$ cat config.mk
export PLATFORM = sky130hd
export DESIGN_NAME = segment_sequencer_flat
export DESIGN_NICKNAME = d
export VERILOG_FILES = /design/src/rtl/segment_sequencer_if.sv /design/src/rtl/segment_sequencer.sv /design/src/flat_wrapper.sv
export SDC_FILE = /design/constraint.sdc
export NUM_CORES = 1
export LEC_CHECK = 0
export ABC_AREA = 1
export BUFFER_PORTS_ARGS = -buffer_cell sky130_fd_sc_hd__buf_2
export CORE_ASPECT_RATIO = 2
export CORE_MARGIN = 2
export CORE_UTILIZATION = 67
export CTS_CLUSTER_DIAMETER = 80
export DETAILED_ROUTE_END_ITERATION = 16
export HOLD_SLACK_MARGIN = 0.05
export PLACE_DENSITY_LB_ADDON = 0.2
export SYNTH_ARGS = -nofsm -noshare
export SYNTH_HDL_FRONTEND = slang
export SYNTH_SLANG_ARGS = --single-unit
$ cat constraint.sdc
create_clock -name clk -period 6.1 [get_ports clk]
set_clock_uncertainty 0.05 [all_clocks]
set_input_delay 0.305 -clock clk [delete_from_list [all_inputs] [get_ports clk]]
set_output_delay 0.305 -clock clk [all_outputs]
set_load 0.05 [all_outputs]
$ cat src/rtl/segment_sequencer_if.sv
// Host/feeder-side bundle for segment_sequencer: queue writes, sequence control and bank handshake.
// The loop input exists only when SEQ_LOOP_EN is defined.
interface segment_sequencer_if #(
  parameter int TIME_W = 16,
  parameter int IDX_W  = 4
);
  logic [TIME_W-1:0] seg_time;
  logic              seg_wr;
  logic              seg_full;
  logic [IDX_W:0]    seg_count;
  logic              start;
  logic              abort;
  logic              bank_ready;
  logic              bank_swap;
  logic              dds_reset;
  logic              sample_en;
  logic [IDX_W-1:0]  seg_idx;
  logic              busy;
  logic              seq_done;
  logic              underrun;
`ifdef SEQ_LOOP_EN
  logic              loop;
`endif

  modport master (
`ifdef SEQ_LOOP_EN
    output loop,
`endif
    output seg_time, seg_wr, start, abort, bank_ready,
    input  seg_full, seg_count, bank_swap, dds_reset, sample_en,
    input  seg_idx, busy, seq_done, underrun
  );

  modport slave (
`ifdef SEQ_LOOP_EN
    input  loop,
`endif
    input  seg_time, seg_wr, start, abort, bank_ready,
    output seg_full, seg_count, bank_swap, dds_reset, sample_en,
    output seg_idx, busy, seq_done, underrun
  );
endinterface

$ cat src/rtl/segment_sequencer.sv
// Segment time-base controller: duration queue plus FSM driving bank swap, DDS reset and sample enable.
// Optional SEQ_LOOP_EN: with loop=1 while busy, popped durations recirculate to the queue tail.
module segment_sequencer #(
  parameter int DEPTH  = 16,
  parameter int TIME_W = 16,
  parameter int IDX_W  = 4
) (
  input logic clk,
  input logic reset,
  segment_sequencer_if.slave bus
);

  typedef enum logic [2:0] {
    IDLE,
    WAIT_BANK,
    SWAP,
    RUN,
    DONE
  } state_t;

  state_t            state_q, state_d;
  logic [TIME_W-1:0] mem_q [DEPTH];
  logic [IDX_W-1:0]  wr_ptr_q, wr_ptr_d;
  logic [IDX_W-1:0]  rd_ptr_q, rd_ptr_d;
  logic [IDX_W:0]    count_q, count_d;
  logic [TIME_W-1:0] timer_q, timer_d;
  logic [IDX_W-1:0]  seg_idx_q, seg_idx_d;
  logic              underrun_q, underrun_d;

  logic              seg_full;
  logic              loop_busy;
  logic              pop;
  logic              host_push;
  logic              recirc;
  logic              wr_en;
  logic [TIME_W-1:0] wr_data;
  logic [TIME_W-1:0] head;

  assign seg_full = (count_q == (IDX_W+1)'(DEPTH));
  assign head     = mem_q[rd_ptr_q];

`ifdef SEQ_LOOP_EN
  assign loop_busy = bus.loop && (state_q != IDLE);
`else
  assign loop_busy = 1'b0;
`endif

  always_comb begin
    state_d    = state_q;
    timer_d    = timer_q;
    seg_idx_d  = seg_idx_q;
    underrun_d = underrun_q;
    pop        = 1'b0;
    host_push  = bus.seg_wr && !seg_full && !loop_busy;

    unique case (state_q)
      IDLE: begin
        if (bus.start && (count_q != '0)) begin
          state_d    = WAIT_BANK;
          seg_idx_d  = '0;
          underrun_d = 1'b0;
        end
      end
      WAIT_BANK: begin
        if (bus.bank_ready) state_d = SWAP;
      end
      SWAP: begin
        pop     = 1'b1;
        timer_d = (head == '0) ? TIME_W'(1) : head;
        state_d = RUN;
      end
      RUN: begin
        if (timer_q == TIME_W'(1)) begin
          seg_idx_d = seg_idx_q + IDX_W'(1);
          if (count_q == '0) begin
            state_d = DONE;
          end else if (bus.bank_ready) begin
            state_d = SWAP;
          end else begin
            state_d    = WAIT_BANK;
            underrun_d = 1'b1;
          end
        end else begin
          timer_d = timer_q - TIME_W'(1);
        end
      end
      DONE: begin
        state_d = IDLE;
      end
      default: begin
        state_d = IDLE;
      end
    endcase

    // Recirculation reuses the single write port; host writes are locked out while it is possible.
    recirc  = pop && loop_busy;
    wr_en   = host_push || recirc;
    wr_data = recirc ? head : bus.seg_time;

    wr_ptr_d = wr_en ? (wr_ptr_q + IDX_W'(1)) : wr_ptr_q;
    rd_ptr_d = pop   ? (rd_ptr_q + IDX_W'(1)) : rd_ptr_q;
    unique case ({wr_en, pop})
      2'b10:   count_d = count_q + (IDX_W+1)'(1);
      2'b01:   count_d = count_q - (IDX_W+1)'(1);
      default: count_d = count_q;
    endcase

    if (bus.abort) begin
      state_d    = IDLE;
      wr_en      = 1'b0;
      wr_ptr_d   = '0;
      rd_ptr_d   = '0;
      count_d    = '0;
      seg_idx_d  = seg_idx_q;
      underrun_d = underrun_q;
    end
  end

  always_ff @(posedge clk) begin
    if (reset) begin
      state_q    <= IDLE;
      wr_ptr_q   <= '0;
      rd_ptr_q   <= '0;
      count_q    <= '0;
      timer_q    <= '0;
      seg_idx_q  <= '0;
      underrun_q <= 1'b0;
    end else begin
      state_q    <= state_d;
      wr_ptr_q   <= wr_ptr_d;
      rd_ptr_q   <= rd_ptr_d;
      count_q    <= count_d;
      timer_q    <= timer_d;
      seg_idx_q  <= seg_idx_d;
      underrun_q <= underrun_d;
    end
  end

  always_ff @(posedge clk) begin
    if (wr_en && !reset) mem_q[wr_ptr_q] <= wr_data;
  end

  assign bus.seg_full  = seg_full;
  assign bus.seg_count = count_q;
  assign bus.bank_swap = (state_q == SWAP);
  assign bus.dds_reset = (state_q == SWAP);
  assign bus.sample_en = (state_q == RUN);
  assign bus.busy      = (state_q != IDLE);
  assign bus.seq_done  = (state_q == DONE);
  assign bus.seg_idx   = seg_idx_q;
  assign bus.underrun  = underrun_q;

endmodule

$ cat src/flat_wrapper.sv
// flat-port wrapper written by rule: the top's interface ports become plain ports
module segment_sequencer_flat 
#(
  parameter int DEPTH  = 16,
  parameter int TIME_W = 16,
  parameter int IDX_W  = 4
)
  (clk, reset, bus_seg_time, bus_seg_wr, bus_start, bus_abort, bus_bank_ready, bus_seg_full, bus_seg_count, bus_bank_swap, bus_dds_reset, bus_sample_en, bus_seg_idx, bus_busy, bus_seq_done, bus_underrun);
  segment_sequencer_if #(.TIME_W(TIME_W), .IDX_W(IDX_W)) bus_i ();
  input logic clk;
  input logic reset;
  input wire logic [$bits(bus_i.seg_time)-1:0] bus_seg_time;
  input wire logic [$bits(bus_i.seg_wr)-1:0] bus_seg_wr;
  input wire logic [$bits(bus_i.start)-1:0] bus_start;
  input wire logic [$bits(bus_i.abort)-1:0] bus_abort;
  input wire logic [$bits(bus_i.bank_ready)-1:0] bus_bank_ready;
  output wire logic [$bits(bus_i.seg_full)-1:0] bus_seg_full;
  output wire logic [$bits(bus_i.seg_count)-1:0] bus_seg_count;
  output wire logic [$bits(bus_i.bank_swap)-1:0] bus_bank_swap;
  output wire logic [$bits(bus_i.dds_reset)-1:0] bus_dds_reset;
  output wire logic [$bits(bus_i.sample_en)-1:0] bus_sample_en;
  output wire logic [$bits(bus_i.seg_idx)-1:0] bus_seg_idx;
  output wire logic [$bits(bus_i.busy)-1:0] bus_busy;
  output wire logic [$bits(bus_i.seq_done)-1:0] bus_seq_done;
  output wire logic [$bits(bus_i.underrun)-1:0] bus_underrun;
  assign bus_i.seg_time = bus_seg_time;
  assign bus_i.seg_wr = bus_seg_wr;
  assign bus_i.start = bus_start;
  assign bus_i.abort = bus_abort;
  assign bus_i.bank_ready = bus_bank_ready;
  assign bus_seg_full = bus_i.seg_full;
  assign bus_seg_count = bus_i.seg_count;
  assign bus_bank_swap = bus_i.bank_swap;
  assign bus_dds_reset = bus_i.dds_reset;
  assign bus_sample_en = bus_i.sample_en;
  assign bus_seg_idx = bus_i.seg_idx;
  assign bus_busy = bus_i.busy;
  assign bus_seq_done = bus_i.seq_done;
  assign bus_underrun = bus_i.underrun;
  segment_sequencer #(.DEPTH(DEPTH), .TIME_W(TIME_W), .IDX_W(IDX_W)) u_core (.clk(clk), .reset(reset), .bus(bus_i));
endmodule
==> results.py <==
metrics = {
    "worst_setup_path": {
        "critPathBufInv": 2,
        "critPathMaxFanout": 79,
        "cp_top_family": "buffers and inverters",
        "crit_chain": "clkinv_2 -> buf_4 -> o21ai_0 -> nand3_1 -> nand3_1 -> nand2_1 -> nor2_1 -> nand2_1 -> nor2_1 -> nand2_1 -> nand2_1 -> nand2_1 -> a21oi_1",
        "critPathMaxStageDelay_ns": 1.03,
        "crit_top_cell": "nand2_1",
        "crit_path_end_kind": "flop",
        "critPathSlowestCell": "clkinv_2",
        "arrival_ns": 4.17,
        "critPathKind": "flop to flop",
        "cp.required_ns": 6.50,
        "cp-start-kind": "flop",
    },
    "place": {
        "gp_congestion": 0.835,
        "placed_cell_area_sq_um": 13300,
        "hpwl_mm": 17.3,
        "portBuffers": 37,
    },
    "global_route": {
        "grt_usage_pct": 30.0,
        "grt_pass1_wl_mm": 46.0,
        "antenna_found_initial": 0,
        "grt_pass1_vias": 8815,
        "grt_max_degree": 82,
        "overflow": 0,
    },
    "pwr": {
        "power_density_nw_per_um2": 272,
        "ir_worst_vdd_v": 0.000292,
        "power_mw": 3.83,
        "cellLeakagePower_nw": 5.64,
    },
    "routing": {
        "wl_mm": 30.2,
        "drt_iter0_markers": 827,
        "drtAntennaViolNets": 0,
        "vias": 9175,
        "drc": 0,
        "viasPerCell": 5.80,
        "routedWlPerCell_um": 19.1,
        "drtPass1Iterations": 6,
    },
    "sta": {
        "worst_pin_slew_ns": 1.22,
        "fin_crit_ns": 3.77,
        "max_freq_mhz": 265,
        "setup_viol": 0,
        "slew-limit-headroom_pct": 18.9,
        "holdWs_ns": 0.0819,
        "rsz0062_at_grt": "no",
        "slew_viol_final": 0,
        "tns_ns": 0,
        "final.period_utilization_pct": 61.8,
        "finalHoldViolations": 0,
    },
    "cts": {
        "cts_tree": "yes",
        "postCtsHoldBufs": 1,
        "cts_made_buffers": 25,
        "cts_setup_buffers": 0,
        "htree_levels": 1,
        "clk_latency_ns": 0.53,
        "cts_root_buf": "clkbuf_16",
        "cts-resized-gates": 0,
        "clock_sinks": 297,
        "clockBufferDepth": 3,
        "path_clk_slew_ns": 0.07,
    },
    "floorplan": {
        "die-area_sq_um": 20400,
        "die_h_um": 200,
        "io_pins": 38,
        "core_area_sq_um": 18800,
        "die_x_um": 102,
        "row_count": 71,
        "initial_core_util_pct": 68.4,
    },
    "synthesis": {
        "avgSynthCellArea_sq_um": 9.99,
        "postSynthCellCount": 1290,
        "synthesis.nets": 1325,
        "synth_cell_types": 31,
        "ys_seq_area_share_pct": 66.0,
        "ys.warnings.count": 0,
        "synth_area_sq_um": 12900,
        "ys_ff_latch": 297,
    },
    "layout": {
        "nFillCells": 1283,
        "drive_gt1_share_pct": 8.67,
        "final_common_cell": "nand2_1",
        "final_cell_area_sq_um": 14100,
        "fin_nets": 1348,
        "regArea_sq_um": 8510,
        "areaGrowthSynthToFinish_pct": 9.04,
        "post-route-util_pct": 74.6,
        "multiInputGateArea_sq_um": 3640,
        "mostFrequentLayoutCells": "nand2_1 (397), edfxtp_1 (256), nand3_1 (146)",
        "antenna_cells": 0,
    },
    "worst_hold_path": {
        "hold_class": "primary input to flop",
    },
    "run_status": {
        "outcome": "finished, final reports clean",
    },
    "run": {
        "maxCapViolCount": 0,
    },
}
-- cells by family after synthesis --
| group | count (synthesis) | synth area share (%) |
|---|---|---|
| DFF | 297 | 66.0 |
| adders and majority gates | 13 | 1.32 |
| and+or+nand+nor | 666 | 21.2 |
| xor gates and xnor gates | 7 | 0.476 |
| buffers and inverters | 191 | 6.06 |
| AOI/OAI and AO/OA | 116 | 4.96 |
-- layout make-up --
| type | count | area share [%] |
|---|---|---|
| multi-input cells | 802 | 25.9 |
| clock inverters | 14 | 0.837 |
| clock buffers | 27 | 4.50 |
| repair buffers | 58 | 2.46 |
| well taps | 255 | 2.27 |
| inverters | 129 | 3.45 |
| flip-flops and latches | 297 | 60.6 |
-- cells in the mapped netlist --
master / number / area share [%]
a211oi_1: 3 / 0.17
a21boi_0: 1 / 0.058
a21o_1: 1 / 0.058
a21oi_1: 25 / 0.97
a311oi_1: 1 / 0.068
a31oi_1: 16 / 0.78
and3_1: 1 / 0.049
buf_1: 2 / 0.058
buf_2: 30 / 1.2
buf_4: 1 / 0.058
buf_6: 3 / 0.26
clkbuf_1: 26 / 0.76
dfxtp_1: 41 / 6.4
edfxtp_1: 256 / 60
fa_1: 1 / 0.16
ha_1: 12 / 1.2
inv_1: 127 / 3.7
inv_2: 2 / 0.058
nand2_1: 397 / 12
nand3_1: 146 / 5.7
nand4_1: 2 / 0.097
nor2_1: 104 / 3.0
nor3_1: 9 / 0.35
nor3_4: 1 / 0.13
nor4_1: 2 / 0.097
o211ai_1: 9 / 0.52
o21ai_0: 58 / 2.3
o21ai_1: 2 / 0.078
or2_2: 4 / 0.19
xnor2_1: 3 / 0.20
xor2_1: 4 / 0.27
-- power breakdown --
part,total [mW],internal (mW),switching [mW]
Combinational,0.0986,0.0245,0.0741
Sequential,2.22,2.21,0.00525
Clock,1.51,0.828,0.685
-- routing by layer --
| metal | global-route usage, % | part of all wire, % | vias up |
|---|---|---|---|
| li1 | - | - | 4331 |
| met1 | 34.6 | 35 | 4293 |
| met2 | 52.6 | 52 | 436 |
| met3 | 4.82 | 7.6 | 115 |
| met4 | 15.3 | 5.2 | 0 |
| met5 | 0 | 0 | - |
-- path summary, 6_finish.rpt --
kind | startpoint | endpoint | slack [ns] | depth (start not counted)
hold / removal | bus_start | u_core.state_q[0] | 0.08 | 5
setup / recovery | flop | u_core.timer_q[0] | 2.33 | 13
setup reg to reg | flop | u_core.timer_q[0] | 2.33 | 13
hold reg to reg | u_core.bus.underrun | u_core.bus.underrun | 0.44 | 2
-- worst register-to-register path: cells and delay by family (launching register included) --
kind | cells | cell delay, ns
buf+inv | 2 | 1.74
flops | 1 | 0.75
compound gates | 2 | 0.39
simple gates | 9 | 0.77
-- metrics by stage --
step	setup WS, ns	instances
floorplan	2.71	1290
global placement	2.47	1540
detailed placement	2.37	1540
CTS	2.35	1582
global route	1.94	1582
finish	2.33	1582
-- registers in the layout (all words and copies together) (netlist names), named ones only --
register              flops
u_core.timer_q           16
u_core.wr_ptr_q           4
u_core.bus.seg_idx        4
u_core.bus.seg_count      5
u_core.bus.underrun       1
u_core.state_q            3
u_core.rd_ptr_q           4
u_core.mem_q            256
No activity file was read; power rests on OpenSTA's default activity.
